[config.mk]
export PLATFORM = sky130hd
export DESIGN_NAME = sseg_decoder
export DESIGN_NICKNAME = d
export VERILOG_FILES = /design/src/rtl/sseg_decoder_pkg.sv /design/src/rtl/sseg_pattern_lut.sv /design/src/rtl/sseg_decoder.sv
export SDC_FILE = /design/constraint.sdc
export NUM_CORES = 1
export LEC_CHECK = 0
export CAP_MARGIN = 20
export CORE_UTILIZATION = 40
export CTS_CLUSTER_DIAMETER = 200
export DETAILED_ROUTE_END_ITERATION = 12
export SYNTH_ARGS = -nofsm -noshare
export SYNTH_HDL_FRONTEND = slang
export SYNTH_SLANG_ARGS = --single-unit
[constraint.sdc]
create_clock -name clk -period 3.1 [get_ports clk]
set_input_delay 0.465 -clock clk [delete_from_list [all_inputs] [get_ports clk]]
set_output_delay 0.465 -clock clk [all_outputs]
set_load 0.005 [all_outputs]
[src/rtl/sseg_decoder_pkg.sv]
// rtl/sseg_decoder_pkg.sv - segment pattern constants and digit/frame types for sseg_decoder
package sseg_decoder_pkg;

    // Common-anode patterns {g,f,e,d,c,b,a}, a lit segment is driven low
    localparam logic [6:0] SSEG_0     = 7'h40;
    localparam logic [6:0] SSEG_1     = 7'h79;
    localparam logic [6:0] SSEG_2     = 7'h24;
    localparam logic [6:0] SSEG_3     = 7'h30;
    localparam logic [6:0] SSEG_4     = 7'h19;
    localparam logic [6:0] SSEG_5     = 7'h12;
    localparam logic [6:0] SSEG_6     = 7'h02;
    localparam logic [6:0] SSEG_7     = 7'h78;
    localparam logic [6:0] SSEG_8     = 7'h00;
    localparam logic [6:0] SSEG_9     = 7'h10;
    localparam logic [6:0] SSEG_A     = 7'h08;
    localparam logic [6:0] SSEG_B     = 7'h03;
    localparam logic [6:0] SSEG_C     = 7'h46;
    localparam logic [6:0] SSEG_D     = 7'h21;
    localparam logic [6:0] SSEG_E     = 7'h06;
    localparam logic [6:0] SSEG_F     = 7'h0E;
    localparam logic [6:0] SSEG_BLANK = 7'h7F;

    typedef logic [3:0] digit_t;

    typedef struct packed {
        digit_t d3;
        digit_t d2;
        digit_t d1;
        digit_t d0;
    } frame_t;

endpackage

[src/rtl/sseg_pattern_lut.sv]
// rtl/sseg_pattern_lut.sv - combinational 7-segment pattern to hex nibble decoder
module sseg_pattern_lut
    import sseg_decoder_pkg::*;
(
    input  logic [6:0] ca_i,
    output logic       valid_o,
    output digit_t     nibble_o
);

    always_comb begin
        valid_o  = 1'b1;
        nibble_o = 4'h0;
        case (ca_i)
            SSEG_0:  nibble_o = 4'h0;
            SSEG_1:  nibble_o = 4'h1;
            SSEG_2:  nibble_o = 4'h2;
            SSEG_3:  nibble_o = 4'h3;
            SSEG_4:  nibble_o = 4'h4;
            SSEG_5:  nibble_o = 4'h5;
            SSEG_6:  nibble_o = 4'h6;
            SSEG_7:  nibble_o = 4'h7;
            SSEG_8:  nibble_o = 4'h8;
            SSEG_9:  nibble_o = 4'h9;
            SSEG_A:  nibble_o = 4'hA;
            SSEG_B:  nibble_o = 4'hB;
            SSEG_C:  nibble_o = 4'hC;
            SSEG_D:  nibble_o = 4'hD;
            SSEG_E:  nibble_o = 4'hE;
            SSEG_F:  nibble_o = 4'hF;
            default: valid_o  = 1'b0;
        endcase
    end

endmodule

[src/rtl/sseg_decoder.sv]
// rtl/sseg_decoder.sv - 7-segment scan bus read-back monitor; SSEG_DECODER_SYNC_EN adds a 2-flop input synchronizer
module sseg_decoder
    import sseg_decoder_pkg::*;
#(
    parameter int SETTLE_CYCLES = 4
) (
    input  logic        clk,
    input  logic        rst_n,
    input  logic [6:0]  sseg_ca,
    input  logic [3:0]  sseg_an,
    output digit_t      digit0,
    output digit_t      digit1,
    output digit_t      digit2,
    output digit_t      digit3,
    output logic        frame_valid,
    output logic [15:0] frame_value,
    output logic        frame_err,
    output logic        seg_err,
    output logic        an_err
);

    localparam int CW = $clog2(SETTLE_CYCLES + 1);
    localparam logic [CW-1:0] CNT_SAT = CW'(SETTLE_CYCLES);
    localparam logic [CW-1:0] CNT_CAP = CW'(SETTLE_CYCLES - 1);

    logic [10:0]         samp_d;
    logic [10:0]         s_q, s_prev_q;
    logic [CW-1:0]       cnt_q, cnt_d;
    logic [3:0][3:0]     dig_q, dig_d;
    logic [3:0]          seen_q, seen_d;
    logic                err_acc_q, err_acc_d;
    frame_t              frame_value_q, frame_value_d;
    logic                frame_valid_q, frame_valid_d;
    logic                frame_err_q, frame_err_d;
    logic                seg_err_q, seg_err_d;
    logic                an_err_q, an_err_d;

`ifdef SSEG_DECODER_SYNC_EN
    logic [10:0] sync1_q;

    always_ff @(posedge clk or negedge rst_n) begin
        if (!rst_n) begin
            sync1_q <= '0;
        end else begin
            sync1_q <= {sseg_an, sseg_ca};
        end
    end

    assign samp_d = sync1_q;
`else
    assign samp_d = {sseg_an, sseg_ca};
`endif

    logic       capture;
    logic [3:0] an;
    logic       pat_valid;
    digit_t     pat_nibble;
    logic       blank, multi;
    logic [1:0] idx;
    logic [3:0] seen_new;

    assign an = s_q[10:7];

    sseg_pattern_lut u_lut (
        .ca_i     (s_q[6:0]),
        .valid_o  (pat_valid),
        .nibble_o (pat_nibble)
    );

    // Fires on the cycle cnt is about to saturate, so a held input captures once
    assign capture = (s_q == s_prev_q) && (cnt_q == CNT_CAP);

    always_comb begin
        cnt_d = cnt_q;
        if (s_q != s_prev_q) begin
            cnt_d = '0;
        end else if (cnt_q != CNT_SAT) begin
            cnt_d = cnt_q + 1'b1;
        end
    end

    always_comb begin
        blank = 1'b0;
        multi = 1'b0;
        idx   = 2'd0;
        case (an)
            4'b1110: idx   = 2'd0;
            4'b1101: idx   = 2'd1;
            4'b1011: idx   = 2'd2;
            4'b0111: idx   = 2'd3;
            4'b1111: blank = 1'b1;
            default: multi = 1'b1;
        endcase
    end

    assign seen_new = seen_q | (4'b0001 << idx);

    always_comb begin
        dig_d         = dig_q;
        seen_d        = seen_q;
        err_acc_d     = err_acc_q;
        frame_value_d = frame_value_q;
        frame_err_d   = frame_err_q;
        frame_valid_d = 1'b0;
        seg_err_d     = 1'b0;
        an_err_d      = 1'b0;
        if (capture && !blank) begin
            if (multi) begin
                an_err_d  = 1'b1;
                err_acc_d = 1'b1;
            end else if (!pat_valid) begin
                seg_err_d = 1'b1;
                err_acc_d = 1'b1;
            end else begin
                dig_d[idx] = pat_nibble;
                seen_d     = seen_new;
                if (seen_new == 4'hF) begin
                    frame_value_d = '{d3: dig_d[3], d2: dig_d[2], d1: dig_d[1], d0: dig_d[0]};
                    frame_err_d   = err_acc_q;
                    frame_valid_d = 1'b1;
                    seen_d        = 4'h0;
                    err_acc_d     = 1'b0;
                end
            end
        end
    end

    always_ff @(posedge clk or negedge rst_n) begin
        if (!rst_n) begin
            s_q           <= '0;
            s_prev_q      <= '0;
            cnt_q         <= '0;
            dig_q         <= '0;
            seen_q        <= '0;
            err_acc_q     <= 1'b0;
            frame_value_q <= '0;
            frame_valid_q <= 1'b0;
            frame_err_q   <= 1'b0;
            seg_err_q     <= 1'b0;
            an_err_q      <= 1'b0;
        end else begin
            s_q           <= samp_d;
            s_prev_q      <= s_q;
            cnt_q         <= cnt_d;
            dig_q         <= dig_d;
            seen_q        <= seen_d;
            err_acc_q     <= err_acc_d;
            frame_value_q <= frame_value_d;
            frame_valid_q <= frame_valid_d;
            frame_err_q   <= frame_err_d;
            seg_err_q     <= seg_err_d;
            an_err_q      <= an_err_d;
        end
    end

    assign digit0      = dig_q[0];
    assign digit1      = dig_q[1];
    assign digit2      = dig_q[2];
    assign digit3      = dig_q[3];
    assign frame_value = frame_value_q;
    assign frame_valid = frame_valid_q;
    assign frame_err   = frame_err_q;
    assign seg_err     = seg_err_q;
    assign an_err      = an_err_q;

endmodule

**After elaboration in Yosys (flattened, before gate mapping)**

Index checks and enable logic that the tools add are counted.

- Bits in registers: 66
- Input bits: 13
- Output and inout bits: 36

- Add/subtract/negate cells: 1
- Order comparisons: 2
- Equal/unequal tests: 26
- Shifts and indexed selects: 1
- Multiplexer cells: 22
- Bitwise gates (word level): 1
- Reductions and logical operators: 11

Operators with widths:

| cell | number |
|---|---|
| one-hot mux 4 bit (15 select lines) | 1 |
| equality test 7 bit (second input constant) | 4 |
| equality test 7 x 5 -> 1 bit (second input constant) | 3 |
| equality test 7 x 6 -> 1 bit (second input constant) | 3 |
| equality test 4 bit (second input constant) | 5 |
| bitwise mux 16 bit | 1 |
| OR reduction 16 bit | 1 |
| equality test 7 x 2 -> 1 bit (second input constant) | 2 |
| equality test 7 x 4 -> 1 bit (second input constant) | 2 |
| 2-to-1 mux 1 bit | 14 |
| equality test 11 bit | 1 |
| != test 11 bit | 1 |
| demux 4 bit (select 2 bit) | 1 |
| 2-to-1 mux 4 bit | 2 |
| equality test 7 x 3 -> 1 bit (second input constant) | 1 |
| zero test 7 bit | 1 |
| 2-to-1 mux 3 bit | 2 |
| one-hot mux 2 bit (3 select lines) | 1 |
| OR reduction 5 bit | 1 |
| equality test 4 x 3 -> 1 bit (second input constant) | 1 |
| bitwise OR 4 bit | 1 |
| AND reduction 4 bit | 1 |
| << shifter 1 x 2 -> 4 bit (first input constant) | 1 |
| adder 3 x 1 -> 3 bit (second input constant) | 1 |
| other kinds (10) | 12 |

**Depth between registers and ports, before layout**

- Depth in word-level cells: 9
- Gate-level depth with buffers: 9
- Mapped depth without buffers: 7

**Cells and area by module**

Synthesis repeated with hierarchy kept, for this count alone.

- Cells, all modules: 267
- Area, all modules: 3209.3 um^2

By module, submodules not included:

| module | times used | cells an instance | area an instance (um^2) |
|---|---|---|---|
| sseg_decoder | 1 | 211 | 2845.2 |
| sseg_pattern_lut | 1 | 56 | 364.1 |

**Worst setup path before layout**

Ideal clock, no wire load.

- Path kind: register -> register
- Start point: register s_q[4]
- End point: register frame_err_q (netlist: frame_err)
- Library setup time: 125 ps
- Arrival time: 2278 ps
- Setup slack: 697 ps
- Stages on the path, launching flop included: 10
- Clock period less this slack: 2403 ps
- Cell sequence: dfrtp_1 > buf_6 > or4b_4 > o32ai_2 > a311o_2 > o311ai_1 > or2_1 > buf_6 > buf_12 > mux2_4

- Cells in the longest elaborated chain, start to end: 4
- Elaborated cells between the ends (all ways): 22
- Classes of those cells: eq/ne: 16; mux: 1; reduce/logical: 5

RTL lines:

| what | line | text |
|---|---|---|
| start: declaration | sseg_decoder.sv:27 | `logic [10:0] s_q, s_prev_q;` |
| start signal: assignment | sseg_decoder.sv:142 | `s_q <= samp_d;` |
| equality test 7 bit (tied with other cells) | sseg_pattern_lut.sv:13 | `case (ca_i)` |
| OR reduction 16 bit (no source line) or logical AND 1 bit (tied branches) | n/a |  |
| 2-to-1 mux 1 bit or logical AND 1 bit (tied branches) | sseg_pattern_lut.sv:13, sseg_decoder.sv:107 |  |
| AND reduction 4 bit (no source line) (*) | n/a |  |
| end signal: assignment | sseg_decoder.sv:150 | `frame_err_q <= frame_err_d;` |
| end: declaration | sseg_decoder.sv:34 | `logic frame_err_q, frame_err_d;` |

Mark *: on every way between the ends. The rest lies on a longest branch, timed or not.
A chain may end at the register's enable or synchronous reset.

**Final worst setup path**

- Start point: register s_q[1]
- End point: register frame_value_q (netlist bit frame_value[9])

- Cells in the longest elaborated chain, start to end: 4
- Elaborated cells between the ends (all ways): 24
- Classes of those cells: eq/ne: 16; mux: 3; reduce/logical: 5

RTL lines:

| what | line | text |
|---|---|---|
| equality test 7 bit (tied with other cells) | sseg_pattern_lut.sv:13 |  |
| OR reduction 16 bit (no source line) or logical AND 1 bit (tied branches) | n/a |  |
| 2-to-1 mux 1 bit or logical AND 1 bit (tied branches) | sseg_pattern_lut.sv:13, sseg_decoder.sv:107 |  |
| AND reduction 4 bit (no source line) | n/a |  |
| end signal: assignment | sseg_decoder.sv:148 | `frame_value_q <= frame_value_d;` |
| end: declaration | sseg_decoder.sv:32 | `frame_t frame_value_q, frame_value_d;` |

Parallel ways exist; a longest one is shown, timed or not.

==> flow_metrics.env <==
export IMPL_grt_pass1_wl_microns=11000
export IMPL_cts_root_buf="clkbuf_8"
export IMPL_status="finished, final reports clean"
export IMPL_drive_gt1_frac=0.208
export IMPL_finalCriticalPeriod_ps=2720
export IMPL_fp_dieW_microns=90.3
export IMPL_drc=0
export IMPL_p_per_area_nw_per_um2=460
export IMPL_cp_data_required_time_ps=3330
export IMPL_grt_antenna_before_repair=0
export IMPL_worst_slack_ps=377
export IMPL_gp_congestion=0.854
export IMPL_p_total_uw=1800
export IMPL_async_flop_share=1.00
export IMPL_crit_start="s_q[1]$_DFF_PN0_"
export IMPL_grt_max_degree=35
export IMPL_fin_crit_sh=0.879
export IMPL_cts_max_level=3
export IMPL_peakVddDrop_v=0.000283
export IMPL_fin_util=0.527
export IMPL_r2r_start="s_q[1]$_DFF_PN0_"
export IMPL_cpLargestDelayFamily="simple AND/OR/NAND/NOR gates"
export IMPL_slowest_delay_ps=620
export IMPL_port_buffers=48
export IMPL_critPathLaunchType="flip-flop"
export IMPL_overflow=0
export IMPL_synth_nets=272
export IMPL_yosysSeqAreaShare=0.529
export IMPL_finalSetupViolations=0
export IMPL_clkSinkCount=66
export IMPL_critical_path_buf_inv_count=1
export IMPL_cts_resized=0
export IMPL_hold_path_class="in2async"
export IMPL_fmax_mhz=367
export IMPL_drtIter0Drc=98
export IMPL_fp_row_count=31
export IMPL_routed_wl_microns=6420
export IMPL_crit_slowest_cell="or4_4"
export IMPL_core_sq_um=7410
export IMPL_cts_setup_buffers=0
export IMPL_drtAntennaViolNets=0
export IMPL_design_area_sq_um=3900
export IMPL_clk_insertion_delay_late_ps=340
export IMPL_clock_path_buffers=2
export IMPL_cp_max_fo=17
export IMPL_ys_seq_elements=66
export IMPL_start_util=0.421
export IMPL_antennaDiodeCount=0
export IMPL_die_h_microns=90.3
export IMPL_cp_arrival_ps=2950
export IMPL_cts_hold_buf=0
export IMPL_synth_cells=256
export IMPL_syn_area_per_cell_sq_um=12.2
export IMPL_rsz0062_at_grt="false"
export IMPL_slew_viol_final=0
export IMPL_fill_cells=651
export IMPL_io_pins=49
export IMPL_cp_end_kind="flip-flop"
export IMPL_timing_setup_tns_ps=0
export IMPL_grt_pass1_vias=2105
export IMPL_tightest_slew_ps=1000
export IMPL_drtPass1Iterations=4
export IMPL_place_ws_ps=432
export IMPL_vias=2073
export IMPL_final_nets=323
export IMPL_cts_clk_slew_worst_paths_ps=70
export IMPL_ys_warn_count=0
export IMPL_hpwlAfterDp_microns=4340
export IMPL_crit_type="reg2reg"
export IMPL_synth_enable_flop_cells=0
export IMPL_hold_violations=0
export IMPL_via_per_inst=5.04
export IMPL_drv_cap=0
export IMPL_ys_types=52
export IMPL_grt_total_usage=0.175
export IMPL_dpl_instance_area_sq_um=3680
export IMPL_r2r_slack_ps=380
export IMPL_path_cells="or4_4, a211oi_2, o21a_1, o311ai_1, or2_1, buf_4, mux2_4"
export IMPL_die_area_sq_um=8150
export IMPL_area_growth_pct=25.2
export IMPL_p_leak_uw=0.00170
export IMPL_ys_flop_type="dfrtp_1"
export IMPL_cts_tree="yes"
export IMPL_slew_headroom=0.322
export IMPL_wl_per_cell_microns=15.6
export IMPL_cts_inserted_buffers=9
export IMPL_syn_area_sq_um=3120
export IMPL_finClkSkew_ps=14.2
==> metrics by stage <==
| stage | hold slack, ps | instances |
|---|---|---|
| final | 192 | 411 |
| after global routing | 242 | 411 |
| after CTS | 219 | 411 |
| after detailed placement | 491 | 395 |
| after global placement | 489 | 395 |
| after floorplan | 169 | 256 |
==> state kept, by name, indices dropped and copies added, names as in the netlist, 3 cells and up <==
| signal | cells |
|---|---|
| digit2 | 4 |
| cnt_q | 3 |
| s_q | 11 |
| frame_value | 16 |
| digit0 | 4 |
| digit3 | 4 |
| seen_q | 4 |
| s_prev_q | 11 |
| digit1 | 4 |
==> logic make-up (layout without fill, tap and decap cells) <==
family,Yosys count,after routing,synth area share
muxes,40,40,0.156
adders and majority gates,4,4,0.0152
AOI/OAI and AO/OA,41,41,0.0895
buffers and inverters,23,79,0.0413
xor gates and xnor gates,14,14,0.0393
and+or+nand+nor,68,68,0.129
DFF,66,66,0.529
==> layer usage <==
| metal | track usage | part of all wire | up-vias |
|---|---|---|---|
| met5 | 0 | 0 | - |
| met1 | 0.241 | 0.50 | 1006 |
| met2 | 0.262 | 0.45 | 46 |
| met3 | 0.0564 | 0.042 | 2 |
| met4 | 0.0565 | 0.0072 | 0 |
| li1 | - | - | 1019 |
==> path summary, 6_finish.rpt <==
kind,endpoint,depth (start not counted)
min in group clk,frame_err$_DFFE_PN0P_,1
max in group asynchronous,frame_value[14]$_DFFE_PN0P_,2
worst max-delay path,frame_value[9]$_DFFE_PN0P_,7
worst min-delay path,s_q[6]$_DFF_PN0_,1
worst min register to register,frame_err$_DFFE_PN0P_,1
worst max register to register,frame_value[9]$_DFFE_PN0P_,7
==> cell usage in the layout (no fill, tap or decap), types with 2 or more instances in the layout <==
master / synthesis / final
dfrtp_1: 66 / 66
clkdlybuf4s50_1: 0 / 47
mux2_2: 24 / 24
nand2_1: 16 / 16
xnor2_1: 14 / 14
o21ai_0: 14 / 14
a21oi_1: 11 / 11
mux2_4: 10 / 10
clkbuf_8: 0 / 10
inv_1: 8 / 8
nor2_1: 7 / 7
buf_4: 1 / 6
nand3_1: 5 / 5
nand2b_1: 5 / 5
mux2_1: 5 / 5
nand4_1: 4 / 4
nor2b_1: 4 / 4
nor3_1: 4 / 4
a311o_1: 4 / 4
nor4_1: 3 / 3
nand4b_1: 3 / 3
ha_1: 3 / 3
and4_1: 2 / 2
or3_1: 2 / 2
or4b_2: 2 / 2
o311ai_1: 2 / 2
clkinv_2: 0 / 2
bufinv_16: 0 / 2
==> final cells by class <==
| cell class | count | area, sq um | share of cell area |
|---|---|---|---|
| Sequential cell | 66 | 1650 | 0.423 |
| Multi-Input combinational cell | 167 | 1340 | 0.343 |
| Timing Repair Buffer | 55 | 541 | 0.138 |
| Clock buffer | 11 | 141 | 0.0362 |
| Tap cell | 99 | 124 | 0.0317 |
| Clock inverter | 5 | 77.6 | 0.0199 |
| Inverter | 8 | 30.0 | 0.00769 |
==> synthesized netlist by cell type (2+ instances only) <==
cell type | n | area, sq um
dfrtp_1 | 66 | 1650
mux2_2 | 24 | 270
nand2_1 | 16 | 60.1
o21ai_0 | 14 | 70.1
xnor2_1 | 14 | 123
a21oi_1 | 11 | 55.1
mux2_4 | 10 | 150
inv_1 | 8 | 30.0
nor2_1 | 7 | 26.3
buf_2 | 6 | 30.0
mux2_1 | 5 | 56.3
nand2b_1 | 5 | 31.3
nand3_1 | 5 | 25.0
a311o_1 | 4 | 40.0
clkbuf_1 | 4 | 15.0
nand4_1 | 4 | 25.0
nor2b_1 | 4 | 25.0
nor3_1 | 4 | 20.0
ha_1 | 3 | 37.5
nand4b_1 | 3 | 26.3
nor4_1 | 3 | 18.8
and4_1 | 2 | 17.5
buf_6 | 2 | 22.5
o311ai_1 | 2 | 17.5
or3_1 | 2 | 12.5
or4b_2 | 2 | 20.0
==> where the power goes <==
group          internal [uW]  total [uW]  switching, uW
clock                    472         796            324
combinational           46.7        96.0           49.3
sequential               875         903           28.3
No activity file was read; power rests on OpenSTA's default activity.
==> edit 1, RTL diff (config.mk and constraints unchanged) <==
The option `SSEG_DECODER_SYNC_EN` is turned on by a define.
--- a/src/rtl/sseg_decoder.sv
+++ b/src/rtl/sseg_decoder.sv
@@ -1,2 +1,4 @@
 // rtl/sseg_decoder.sv - 7-segment scan bus read-back monitor; SSEG_DECODER_SYNC_EN adds a 2-flop input synchronizer
+`define SSEG_DECODER_SYNC_EN
+
 module sseg_decoder
Check against the original RTL: not equivalent (a bounded check fails within 10 cycles, from zero or initial values and one cycle with rst_n low).
==> edit 1 against the unedited design <==
  * Power is 7.3% higher
  * Via count is 16% higher
  * Largest power group unchanged
  * Combinational power is 11% higher
  * Cell area is 8.8% higher
  * Largest cell class unchanged
  * Worst setup slack worse by 0.016 ns
  * Routed wire length is 6.4% higher
  * Non-clock buffer count is 1 lower
  * Sequential cell count is 11 higher
  * Area after synthesis is 13% higher
==> edit 1: results (changes against the unedited design) <==
Result of the run: finished clean (unchanged). The multi-input logic cell count is 203 (was 167). The met3 track demand over resource in global routing is 0.0411 (was 0.0564). The count of different cell masters after synthesis is 56 (was 52).

The highest fanout seen on the critical path is 22 (was 17). The setup skew after layout came to 0.00832 ns (was 0.0142 ns). The number of filler instances in the final layout is 749 (was 651).

The synthesized area divided by synthesized cell count came out at 11.4 um^2 (was 12.2 um^2). The sequential standard cell area came out at 1930 um^2 (was 1650 um^2). The slack of the worst reg-to-reg path came out at 0.36 ns (was 0.38 ns). The maximum number of pins on one net before global-route repair came out at 78 (was 35). The delay of the slowest cell on the worst path is 0.60 ns (was 0.62 ns). The worst hold slack after final layout came out at 0.268 ns (was 0.192 ns). The share of cells above drive strength 1 came out at 0.137 (was 0.208). The via density per instance came out at 5.19 (was 5.04). The number of global-route vias before repair came out at 2,196 (was 2,105).

The global-route total usage across every layer is 0.166 (was 0.175). Leading post-synthesis cells by instance count: dfrtp_1, nand2_1, o21ai_0 (was dfrtp_1, mux2_2, nand2_1). The detailed-routing wirelength on met1 came out at 3420 um (was 3200 um). The area of placed instances came out at 4050 um^2 (was 3680 um^2). The fraction of the yosys area taken by sequential cells is 0.545 (was 0.529). Leading post-synthesis cells by cell area: dfrtp_1, mux2i_1, xnor2_1 (was dfrtp_1, mux2_2, mux2_4).

The inverter count of the layout excluding clock inverters came out at 7 (was 8). The worst slack at placement was 0.368 ns (was 0.432 ns). The cell count after placement came out at 446 (was 395).

The synthesized net count is 326 (was 272). The total of flip-flops plus latches after synthesis is 77 (was 66).
==> edit 1: cell types whose count changed in the layout (fill, tap and decap cells not counted), moves of 7 or more <==
cell,before,now
o21ai_2,0,10
dfrtp_1,66,77
mux2_4,10,1
nand2_1,16,30
o21ai_1,0,10
a21oi_1,11,4
mux2i_1,1,16
mux2_2,24,7
==> edit 1: power by group <==
part	internal, uW	total [uW]	leakage, uW	switching (uW)
Sequential	1020	1060	0.00100	34.9
Clock	396	759	0.0000959	364
Combinational	47.3	107	0.000666	59.7
Total	1470	1930	0.00176	459
==> edit 1: kinds of logic (layout without fill, tap and decap cells) <==
logic type      Yosys count  after routing  synth area share
xor+xnor                 15             15            0.0372
compound gates           63             63             0.132
simple gates             97             97             0.150
buf+inv                  30             77            0.0503
flops                    77             77             0.545
mux                      25             25            0.0751
fa+ha+maj                 3              3            0.0106
==> edit 2, RTL diff (same settings) <==
Made on the original files. Register the output `digit1`; this adds one clock of latency there. The other outputs are not delayed to match.
--- a/src/rtl/sseg_decoder.sv
+++ b/src/rtl/sseg_decoder.sv
@@ -156,3 +156,5 @@
     assign digit0      = dig_q[0];
-    assign digit1      = dig_q[1];
+    always_ff @(posedge clk) begin
+        digit1 <= dig_q[1];
+    end
     assign digit2      = dig_q[2];
Behaviour: not the same (a bounded check fails within 10 cycles, from zero or initial values and one cycle with rst_n low).
==> edit 2 against the unedited design <==
  * Routed wire length increased by 0.11%
  * Sequential share of layout area shrank 0.87 points
  * Area after synthesis increased by 14%
  * Synthesized cell count up 11%
  * Power grew 1.0%
  * Via count grew 4.3%
  * Core utilization down 4.5 points
  * Worst setup slack gained 0.11 ns
  * Sequential cell count up 4
  * Cell area increased by 7.1%
  * Clock power fell by 7.3%
  * Global-route usage shrank 1.9 points
  * Combinational power increased by 20%
==> edit 2: results (changes against the unedited design) <==
The multiplexer share of the synthesized area is 0.122 (was 0.156). The slack of the worst reg-to-reg path was 0.49 ns (was 0.38 ns). The area of all placed cells without fillers came out at 4180 um^2 (was 3900 um^2). The setup skew after layout was 0.0122 ns (was 0.0142 ns). The synthesized-area fraction occupied by adder cells came to 0.0134 (was 0.0152). The count of different cell masters after synthesis is 58 (was 52). The global-route wire length before repair was 10,700 um (was 11,000 um).

The number of buffers created by CTS came out at 9 (unchanged). The non-clock buffer count in the final layout came to 51 (was 55). The combinational family with the most area after synthesis is simple AND/OR/NAND/NOR gates (was multiplexers).

The global placer's final weighted congestion is 0.752 (was 0.854). The sequential standard cell area was 1730 um^2 (was 1650 um^2). The total of buffers placed on input and output ports was 48 (unchanged). The average routed wire per standard cell came out at 14.8 um (was 15.6 um).

The post-synthesis async set-or-reset flop share is 0.943 (was 1.00). The worst hold slack after final layout is 0.288 ns (was 0.192 ns). The global-route total usage across every layer is 0.156 (was 0.175). The area fraction of the dominant cell type after synthesis was 0.464 (was 0.529). The worst slack at placement came out at 0.454 ns (was 0.432 ns). The area of placed instances was 3980 um^2 (was 3680 um^2). The cell count after placement came to 417 (was 395). The layout buffering overhead excluding clock cells came out at 0.119 (was 0.138). The total met3 wirelength after detailed routing was 244 um (was 272 um). The peak supply drop came to 0.256 mV (was 0.283 mV). The share of the final layout cell area in multi-input gates is 0.380 (was 0.343). The internal power is 1350 uW (was 1390 uW). The routed wire length on met2 came to 2860 um (was 2900 um). Leading post-synthesis cells by instance count: dfrtp_1, nand2_1, mux2_4, o21ai_0 (was dfrtp_1, mux2_2, nand2_1). The worst-margin pin slew is 0.830 ns (was 1.00 ns).

Leading post-synthesis cells by cell area: dfrtp_1, mux2_4, mux2_1 (was dfrtp_1, mux2_2, mux2_4). The count of vias placed by the detailed router is 2,162 (was 2,073). The maximum number of pins on one net before global-route repair is 67 (was 35). The destination of the critical timing path was frame_value[13] (was frame_value[9]).

The clock-pin transition on the worst setup and hold timing paths is 0.09 ns (was 0.07 ns). The synthesized net count came out at 300 (was 272). The reported leakage power is 0.00185 uW (was 0.00170 uW). The type of the worst min-delay path is input port to async pin (unchanged).

Result of the run: finished clean (unchanged). The number of violations reported at the end of detailed-routing iteration 0 came out at 68 (was 98). The number of non-filler instances in the completed layout came out at 433 (was 411).

The post-synthesis share of cell area spent on xor and xnor gates was 0.0528 (was 0.0393). The total of warnings raised by yosys came out at 0 (unchanged). The detailed-routing wirelength on met1 came out at 3240 um (was 3200 um). The number of instances in the synthesized netlist is 284 (was 256). The share of cells above drive strength 1 is 0.197 (was 0.208). The synthesized area divided by synthesized cell count is 12.5 um^2 (was 12.2 um^2).

The highest attainable clock frequency is 383 MHz (was 367 MHz). The complex-gate fraction of the synthesized area is 0.0925 (was 0.0895). The net total in the final layout came out at 336 (was 323). The highest fanout seen on the critical path is 20 (was 17).

The number of filler instances in the final layout is 823 (was 651). The cell count of the worst reg-to-reg path came out at 6 (was 7).
-- edit 2: cell count changes in the layout (fill, tap and decap cells not counted), sizes merged, moves of 3 or more --
cell	change
or4b	-3
dfxtp	+4
nand2	+14
buf	-4
a21oi	-4
nor2	+3
o21a	+3
a311o	-5
o21ai	+5
mux2	-6
nand2b	-3
-- edit 2: power by group through the flow --
stage	clock [uW]	sequential (uW)	combinational [uW]
after CTS	753	962	117
final	738	962	115
after floorplan	0	954	101
after global routing	792	966	128
after detailed placement	0	981	117
after global placement	0	979	116
-- edit 2: critical path, stage by stage (launching register included) --
cell       delay (ns)
dfrtp_1          0.75
and4bb_1         0.30
a32oi_1          0.08
o2bb2ai_2        0.29
or3_1            0.30
nand3_4          0.36
mux2_4           0.41
-- edit 2: per-layer routing --
layer,vias to the layer above,track usage
li1,1061,-
met1,1055,0.221
met2,40,0.230
met3,6,0.0434
met4,0,0.0485
met5,-,0
